<file path="config.mk">
export PLATFORM = sky130hd
export DESIGN_NAME = load_store_unit
export DESIGN_NICKNAME = d
export VERILOG_FILES = /design/src/rtl/lsu_pkg.sv /design/src/rtl/lsu_load_align.sv /design/src/rtl/load_store_unit.sv
export SDC_FILE = /design/constraint.sdc
export NUM_CORES = 1
export LEC_CHECK = 0
export BUFFER_PORTS_ARGS = -buffer_cell sky130_fd_sc_hd__buf_2
export CORE_ASPECT_RATIO = 0.7
export CORE_MARGIN = 2
export CORE_UTILIZATION = 44
export DETAILED_ROUTE_END_ITERATION = 8
export PLACE_DENSITY = 0.7
export SLEW_MARGIN = 20
export SYNTH_ARGS = -nofsm -noshare
export SYNTH_HDL_FRONTEND = slang
export SYNTH_HIERARCHICAL = 1
export SYNTH_SLANG_ARGS = --single-unit
</file>
<file path="constraint.sdc">
create_clock -name clk -period 4.7 [get_ports clk]
set_input_delay 0.705 -clock clk [delete_from_list [all_inputs] [get_ports clk]]
set_output_delay 0.705 -clock clk [all_outputs]
set_load 0.1 [all_outputs]
</file>
<file path="src/rtl/lsu_pkg.sv">
// rtl/lsu_pkg.sv - opcode constants, FSM state type and access-check helpers for the load/store unit
`timescale 1ns/1ps
package lsu_pkg;

  localparam logic [3:0] OP_LB  = 4'd0;
  localparam logic [3:0] OP_LH  = 4'd1;
  localparam logic [3:0] OP_LW  = 4'd2;
  localparam logic [3:0] OP_LBU = 4'd4;
  localparam logic [3:0] OP_LHU = 4'd5;
  localparam logic [3:0] OP_SB  = 4'd8;
  localparam logic [3:0] OP_SH  = 4'd9;
  localparam logic [3:0] OP_SW  = 4'd10;

  typedef enum logic [1:0] {IDLE, ACCESS, MERGE, RESP} lsu_state_t;

  function automatic logic is_load(input logic [3:0] op);
    return (op == OP_LB) || (op == OP_LH) || (op == OP_LW) ||
           (op == OP_LBU) || (op == OP_LHU);
  endfunction

  function automatic logic is_store(input logic [3:0] op);
    return (op == OP_SB) || (op == OP_SH) || (op == OP_SW);
  endfunction

  // Undefined opcodes, misalignment and out-of-range word index all fold into one error bit.
  function automatic logic access_err(input logic [3:0] op, input logic [31:0] addr,
                                      input logic [31:0] words);
    logic half_bad;
    logic word_bad;
    half_bad = ((op == OP_LH) || (op == OP_LHU) || (op == OP_SH)) && addr[0];
    word_bad = ((op == OP_LW) || (op == OP_SW)) && (addr[1:0] != 2'b00);
    return !(is_load(op) || is_store(op)) || half_bad || word_bad ||
           ({2'b00, addr[31:2]} >= words);
  endfunction

endpackage

</file>
<file path="src/rtl/lsu_load_align.sv">
// rtl/lsu_load_align.sv - little-endian lane select and sign/zero extension of a loaded word
`timescale 1ns/1ps
module lsu_load_align
  import lsu_pkg::*;
(
  input  logic [3:0]  op,
  input  logic [1:0]  byte_off,
  input  logic [31:0] word,
  output logic [31:0] data
);

  logic [7:0]  lane_b;
  logic [15:0] lane_h;

  always_comb begin
    lane_b = word[{byte_off, 3'b000} +: 8];
    lane_h = byte_off[1] ? word[31:16] : word[15:0];
    case (op)
      OP_LB:   data = {{24{lane_b[7]}}, lane_b};
      OP_LBU:  data = {24'h0, lane_b};
      OP_LH:   data = {{16{lane_h[15]}}, lane_h};
      OP_LHU:  data = {16'h0, lane_h};
      default: data = word;
    endcase
  end

endmodule

</file>
<file path="src/rtl/load_store_unit.sv">
// rtl/load_store_unit.sv - single-outstanding load/store unit with read-modify-write for sub-word stores
`timescale 1ns/1ps
module load_store_unit
  import lsu_pkg::*;
#(
  parameter int ADDR_WORDS = 1024
) (
  input  logic        clk,
  input  logic        rst,
  input  logic        req_valid,
  output logic        req_ready,
  input  logic [3:0]  req_op,
  input  logic [31:0] req_addr,
  input  logic [31:0] req_wdata,
  output logic        resp_valid,
  output logic [31:0] resp_rdata,
  output logic        resp_err,
  output logic        mem_we,
  output logic [31:0] mem_addr,
  output logic [31:0] mem_wdata,
  input  logic [31:0] mem_rdata
);

  lsu_state_t  state;
  logic [3:0]  op_q;
  logic [1:0]  off_q;
  logic [15:0] wdata_q;
  logic        err_q;
  logic        req_err;
  logic [31:0] load_data;
  logic [31:0] merged;

  assign req_ready = (state == IDLE) && !rst;
  assign req_err   = access_err(req_op, req_addr, 32'(ADDR_WORDS));

  lsu_load_align u_load_align (
    .op       (op_q),
    .byte_off (off_q),
    .word     (mem_rdata),
    .data     (load_data)
  );

  // Old word with the addressed byte or halfword lane overwritten.
  always_comb begin
    merged = mem_rdata;
    if (op_q == OP_SB)
      merged[{off_q, 3'b000} +: 8] = wdata_q[7:0];
    else
      merged[{off_q[1], 4'b0000} +: 16] = wdata_q;
  end

  always_ff @(posedge clk or posedge rst) begin
    if (rst) begin
      state      <= IDLE;
      op_q       <= 4'h0;
      off_q      <= 2'b00;
      wdata_q    <= 16'h0;
      err_q      <= 1'b0;
      resp_valid <= 1'b0;
      resp_rdata <= 32'h0;
      resp_err   <= 1'b0;
      mem_we     <= 1'b0;
      mem_addr   <= 32'h0;
      mem_wdata  <= 32'h0;
    end else begin
      case (state)
        IDLE: begin
          resp_valid <= 1'b0;
          resp_rdata <= 32'h0;
          resp_err   <= 1'b0;
          if (req_valid && req_ready) begin
            op_q      <= req_op;
            off_q     <= req_addr[1:0];
            wdata_q   <= req_wdata[15:0];
            err_q     <= req_err;
            mem_addr  <= {2'b00, req_addr[31:2]};
            // Full-word stores write during ACCESS; sub-word stores wait for MERGE.
            mem_we    <= (req_op == OP_SW) && !req_err;
            mem_wdata <= ((req_op == OP_SW) && !req_err) ? req_wdata : 32'h0;
            state     <= ACCESS;
          end
        end
        ACCESS: begin
          if (!err_q && ((op_q == OP_SB) || (op_q == OP_SH))) begin
            mem_we    <= 1'b1;
            mem_wdata <= merged;
            state     <= MERGE;
          end else begin
            mem_we     <= 1'b0;
            mem_wdata  <= 32'h0;
            mem_addr   <= 32'h0;
            resp_valid <= 1'b1;
            resp_err   <= err_q;
            resp_rdata <= (!err_q && is_load(op_q)) ? load_data : 32'h0;
            state      <= RESP;
          end
        end
        MERGE: begin
          mem_we     <= 1'b0;
          mem_wdata  <= 32'h0;
          mem_addr   <= 32'h0;
          resp_valid <= 1'b1;
          resp_err   <= 1'b0;
          resp_rdata <= 32'h0;
          state      <= RESP;
        end
        RESP: begin
          resp_valid <= 1'b0;
          resp_err   <= 1'b0;
          resp_rdata <= 32'h0;
          state      <= IDLE;
        end
        default: state <= IDLE;
      endcase
    end
  end

endmodule

</file>
==> results of run 1 <==
[power groups by stage]
stage               Sequential, W  Combinational (W)  Clock [W]
finish                    0.00173            0.00413    0.00148
global placement          0.00174            0.00406          0
global route              0.00178            0.00439    0.00154
detailed placement        0.00174            0.00410          0
floorplan                 0.00325            0.00185          0
CTS                       0.00172            0.00411    0.00149
[through the flow]
stage          total power [W]  setup slack (ns)  cells  hold slack [ns]  cell area (sq um)
2_1_floorplan          0.00509             0.752    692            0.470               6610
3_3_place_gp           0.00579              2.12   1048            0.459               7690
3_5_place_dp           0.00584              2.04   1048            0.465               7690
4_1_cts                0.00732              1.98   1080            0.282               8360
5_1_grt                0.00771              1.78   1080            0.297               8360
6_report               0.00734              1.96   1080            0.282               8360
[state kept, by name, indices dropped and copies added, names as in the netlist]
name	flops
state	2
resp_err	1
mem_addr	30
resp_rdata	32
off_q	2
mem_wdata	32
wdata_q	16
resp_valid	1
err_q	1
op_q	4
mem_we	1
[layer usage]
layer | GRT usage | wire length [um] | vias to the layer above
li1 | - | - | 2849
met3 | 0.0721 | 1980 | 22
met5 | 0 | 0 | -
met1 | 0.392 | 9660 | 2899
met4 | 0.0620 | 235 | 0
met2 | 0.361 | 8560 | 301
[kinds of logic after synthesis]
logic type	count (synthesis)
compound gates	225
flops	122
other cells	1
mux	38
fa+ha+maj	9
simple gates	200
buf+inv	96
[cells in the mapped netlist (all sizes together) (2+ instances only)]
cell type / n / area (sq um)
dfrtp: 122 / 3050
nand2: 103 / 387
o21ai: 55 / 275
inv: 44 / 165
a22o: 39 / 342
nand2b: 33 / 206
nor2: 32 / 123
a21oi: 30 / 195
clkbuf: 27 / 101
mux2i: 26 / 285
buf: 24 / 164
a31oi: 21 / 131
o22ai: 20 / 125
a221o: 18 / 180
a22oi: 16 / 125
o221ai: 16 / 159
mux2: 12 / 139
ha: 9 / 113
nand3: 4 / 20.0
nor2b: 4 / 25.0
nor4: 3 / 18.8
o21a: 3 / 22.5
a21o: 2 / 15.0
nand4: 2 / 12.5
nor3b: 2 / 20.0
nor4bb: 2 / 20.0
or2: 2 / 12.5
or4: 2 / 15.0
or4b: 2 / 23.8
[cell type report]
class | count | area share
Timing Repair Buffer | 212 | 0.131
Sequential cell | 122 | 0.365
Clock buffer | 19 | 0.0542
Clock inverter | 13 | 0.0259
Multi-Input combinational cell | 474 | 0.374
Tap cell | 195 | 0.0292
Inverter | 45 | 0.0205
[worst max path at each step]
stage,startpoint,endpoint,cells past startpoint
floorplan,rst,err_q,1
global placement,state[0],mem_wdata[19],6
detailed placement,state[1],mem_wdata[23],6
CTS,state[1],mem_wdata[3],6
global route,state[0],mem_wdata[20],6
finish,state[1],mem_wdata[3],6
[layout by cell type, fill, tap and decap left out, drive strengths merged, types with 2 or more instances in the layout]
cell,count
a21o,2
a21oi,30
a221o,18
a22o,39
a22oi,16
a31oi,21
buf,212
bufinv,5
clkbuf,19
clkinv,5
clkinvlp,3
conb,2
dfrtp,122
ha,9
inv,45
mux2,12
mux2i,26
nand2,103
nand2b,33
nand3,4
nand4,2
nor2,32
nor2b,4
nor3b,2
nor4,3
nor4bb,2
o21a,3
o21ai,55
o221ai,16
o22ai,20
or2,2
or4,2
or4b,2
==> results.yml, run 1 <==
clock_network:
  cts_tree: "built"
  cts_root_buffer: "clkbuf_16"
  clkSlewWorstSetupHoldPaths_ns: 0.06
  cts_resized: 0
  cts_hold_buf: 0
  htreeDepth: 4
  numCtsBuffers: 17
  clock_sinks: 122
  insertion_delay_ns: 0.41
  ctsLongestPathBuffers: 2
  postCtsSetupRepairBufs: 0
worst_setup_path:
  crit_path_end_kind: "flop"
  worstSetupStartpointType: "flop"
  crit_type: "reg2reg"
  path_buf_inv: 2
  required_ns: 5.00
  max_stage_delay_ns: 0.66
  rr_worst_depth: 6
  rr_endpoint: "mem_wdata[3]"
  r2r_start: "state[1]"
  path_delay_family: "simple AND/OR/NAND/NOR gates"
  path_cells: "inv_1 -> ha_1 -> buf_4 -> and3_1 -> nand2_1 -> o221ai_1"
  cp_slowest_cell: "and3_1"
  worstPathMaxFanout: 35
  cp_data_arrival_time_ns: 3.04
  regToRegSetupSlack_ns: 1.96
synth:
  ys_async_sr_fraction: 1.00
  postSynthAreaPerCell_sq_um: 9.56
  synth_area_sq_mm: 0.00661
  synthSimpleGateAreaFrac: 0.145
  synth_adder_area_share: 0.0170
  synth-xor-area-share: 0
  synth_compound_area_frac: 0.246
  seq_area_frac_synth: 0.462
  synth_edf_count: 0
  synth_top_family_by_area: "compound AO/OA/AOI/OAI gates"
  ys_seq_elements: 122
  ys_types: 59
  muxShareOfSynthArea: 0.0642
  ys.warnings.count: 6
  synthFlopType: "dfrtp_1"
  syn-instance-count: 691
die:
  dieArea_sq_mm: 0.0160
  die_y_um: 107
  core-area_sq_mm: 0.0147
  num_io_pins: 203
  num_rows: 37
  dieWidth_um: 150
  initial_core_util: 0.450
finish:
  multi_input_area_sq_mm: 0.00313
  final_nets: 984
  drive_above_1_share: 0.316
  final_core_utilization: 0.570
  regArea_sq_mm: 0.00305
  diodes: 0
  nFillCells: 1284
  area_growth_pct: 26.5
grt:
  grt_first_pass_wirelength_um: 31600
  grt-ovfl-total: 0
  grt_pass1_vias: 5534
  grtUsageTotal: 0.258
  grt_start_max_net_pins: 61
  antenna_found_initial: 0
route:
  dr.first_iter.drc_count: 582
  drcViolationCount: 0
  finalWirelength_um: 20400
  firstDrtPassIters: 5
  postRouteAntennaNets: 0
  routedWlPerCell_um: 18.9
  via_count: 6071
  vias_per_cell: 5.62
power_and_ir_drop:
  p_switching_w: 0.00393
  power_frac_seq: 0.236
  p_int_w: 0.00341
  pwr-share-clk: 0.201
  vdd_drop_max_mv: 0.518
  sw_frac_of_total: 0.536
  powerDensity_mw_per_mm2: 878
  leakagePower_nw: 4.27
  power_frac_comb: 0.563
placement:
  portBuffers: 200
  dpl.hpwl_um: 14900
  gp_congestion: 0.906
sta:
  slew_headroom: 0.254
  slew_violations: 0
  skew_ns: 0.00618
  fmax_mhz: 365
  period_share: 0.583
  min_period_ns: 2.74
  fin_tns_setup_ns: 0
  tightest_slew_ns: 1.12
  hold_viol_final: 0
  rsz0062_at_grt: "no"
  finalSetupViolCount: 0
status:
  status: "finished, final reports clean"
run:
  maxCapViolCount: 0
hold_path:
  holdCritPathClass: "in2async"
Note: power is estimated with default switching activity, not from simulation.
==> inputs of run 2 (changes only) <==
--- a/config.mk
+++ b/config.mk
@@ -10,7 +10,7 @@
 export CORE_MARGIN = 2
 export CORE_UTILIZATION = 44
 export DETAILED_ROUTE_END_ITERATION = 8
-export PLACE_DENSITY = 0.7
+export PLACE_DENSITY = 0.73
 export SLEW_MARGIN = 20
 export SYNTH_ARGS = -nofsm -noshare
 export SYNTH_HDL_FRONTEND = slang
==> constraint.sdc (replaced) <==
create_clock -name clk -period 2.52 [get_ports clk]
set_input_delay 0.378 -clock clk [delete_from_list [all_inputs] [get_ports clk]]
set_output_delay 0.378 -clock clk [all_outputs]
set_load 0.1 [all_outputs]
==> run 2 against run 1 <==
  * Flip-flop and latch count did not move
  * Sequential share of layout area barely moved
  * Critical path type is now reg2out
  * Register-to-register slack got worse by 1.6 ns
  * Cell count rose by 0.56%
  * Largest cell class unchanged
  * First-iteration DRC count rose by 0.86%
==> results.yml, run 2 (synthesis gave the netlist of run 1 again) <==
worst_setup_path:
  regToRegSetupSlack_ns: 0.36
  crit_type: "reg2out"
  cp_slowest_cell: "buf_2"
  worstPathMaxFanout: 5
  required_ns: 2.14
  path_cells: "inv_1 -> ha_1 -> nor2b_2 -> buf_2"
  rr_worst_depth: 4
  max_stage_delay_ns: 0.43
  cp_data_arrival_time_ns: 1.81
  crit_path_end_kind: "primary output"
  rr_endpoint: "mem_wdata[3]"
  r2r_start: "op_q[2]"
  worstSetupStartpointType: "flop"
die:
  core-area_sq_mm: 0.0147
  dieWidth_um: 150
  num_rows: 37
  num_io_pins: 203
  dieArea_sq_mm: 0.0160
  initial_core_util: 0.450
  die_y_um: 107
run:
  maxCapViolCount: 0
finish:
  diodes: 0
  area_growth_pct: 26.7
  final_nets: 990
  reg.largest.list: "mem_wdata x32, resp_rdata x32, mem_addr x30"
  layout_commonest_cell: "buf_2"
  fin_area_sq_mm: 0.00837
  layout_common_cells: "buf_2, dfrtp_1, nand2_1"
  drive_above_1_share: 0.322
  nFillCells: 1315
clock_network:
  cts_tree: "built"
  postCtsSetupRepairBufs: 0
  cts_root_buffer: "clkbuf_16"
  cts_hold_buf: 0
  insertion_delay_ns: 0.41
  ctsLongestPathBuffers: 2
  clock_sinks: 122
  numCtsBuffers: 17
  clkSlewWorstSetupHoldPaths_ns: 0.06
  htreeDepth: 4
  cts_resized: 0
sta:
  hold_viol_final: 0
  finalSetupViolCount: 0
  fin_tns_setup_ns: 0
  skew_ns: 0.0114
  tightest_slew_ns: 0.760
  fmax_mhz: 457
  slew_headroom: 0.492
  period_share: 0.869
  slew_violations: 0
  min_period_ns: 2.19
  rsz0062_at_grt: "no"
power_and_ir_drop:
  p_int_w: 0.00623
  pwr-share-clk: 0.188
  vdd_drop_max_mv: 0.820
  p_switching_w: 0.00734
  sw_frac_of_total: 0.541
  power_frac_seq: 0.232
  power_frac_comb: 0.581
  leakagePower_nw: 4.29
  powerDensity_mw_per_mm2: 1620
grt:
  grtUsageTotal: 0.259
  antenna_found_initial: 0
  grt_use_met2: 0.349
  met1_usage: 0.401
  grt_pass1_vias: 5608
  top_usage_layer: "met1"
  grt-ovfl-total: 0
  grt_use_met3: 0.0704
  grt_start_max_net_pins: 123
  grt_first_pass_wirelength_um: 31700
placement:
  dpl.hpwl_um: 14700
  post_dp_cell_area_sq_mm: 0.00775
  gp_congestion: 0.919
  portBuffers: 200
status:
  status: "finished, final reports clean"
route:
  finalWirelength_um: 20200
  routedWlPerCell_um: 18.6
  firstDrtPassIters: 7
  dr.first_iter.drc_count: 587
  via_count: 6087
  postRouteAntennaNets: 0
  drcViolationCount: 0
  vias_per_cell: 5.60
hold_path:
  holdCritPathClass: "in2async"
[run 2: cell types whose count changed in the layout (fill, tap and decap cells not counted)]
cell        before  now
buf_4           12   17
bufinv_16        5    3
clkinv_2         0    2
clkinv_4         4    2
inv_6            1    3
buf_12           0    1
clkinvlp_4       3    4
inv_4            1    0
nor2b_1          4    3
nor2b_2          0    1
[run 2: worst max path at each step]
stage	from	end	slack (ns)	cells after the start
after floorplan	state[0]	off_q[0]	0.07	6
final	state[0]	req_ready	0.33	4
after global routing	state[0]	req_ready	0.19	4
after global placement	op_q[2]	mem_wdata[23]	0.48	5
after CTS	state[0]	req_ready	0.30	4
after detailed placement	op_q[2]	mem_wdata[21]	0.39	5
[run 2: final cells by class]
cell class              count  area [sq um]  share of cell area
clock inverters            13           166              0.0199
flip-flops and latches    122          3050               0.365
inverters                  45           173              0.0206
repair buffers            218          1150               0.137
clock buffers              19           453              0.0541
multi-input cells         474          3130               0.374
well taps                 195           244              0.0292
[run 2: power by group through the flow]
stage	clock network, W	logic (W)	registers (W)
after global placement	0	0.00774	0.00313
after floorplan	0	0.00345	0.00606
after global routing	0.00269	0.00840	0.00321
final	0.00255	0.00788	0.00314
after CTS	0.00258	0.00786	0.00312
after detailed placement	0	0.00784	0.00315
[run 2: routing by layer]
metal,share of wire,vias up
li1,-,2850
met4,0.015,0
met1,0.47,2923
met3,0.10,22
met2,0.41,292
met5,0,-
[run 2: per-stage QoR]
step / worst slack, ns / util / instances / hold WS, ns / power [W]
CTS: 0.302 / 0.570 / 1086 / 0.200 / 0.0136
global placement: 0.481 / 0.528 / 1054 / 0.458 / 0.0109
detailed placement: 0.388 / 0.528 / 1054 / 0.466 / 0.0110
global route: 0.189 / 0.570 / 1086 / 0.211 / 0.0143
finish: 0.330 / 0.570 / 1086 / 0.167 / 0.0136
floorplan: 0.0683 / - / 692 / 0.470 / 0.00950
[run 2: worst max-delay path: cells and delay by family, from the launching register on]
| family | cells | cell delay (ns) |
|---|---|---|
| buffers and inverters | 2 | 0.56 |
| adder cells (fa/ha/maj) | 1 | 0.27 |
| flip-flops | 1 | 0.39 |
| AND/OR/NAND/NOR | 1 | 0.19 |
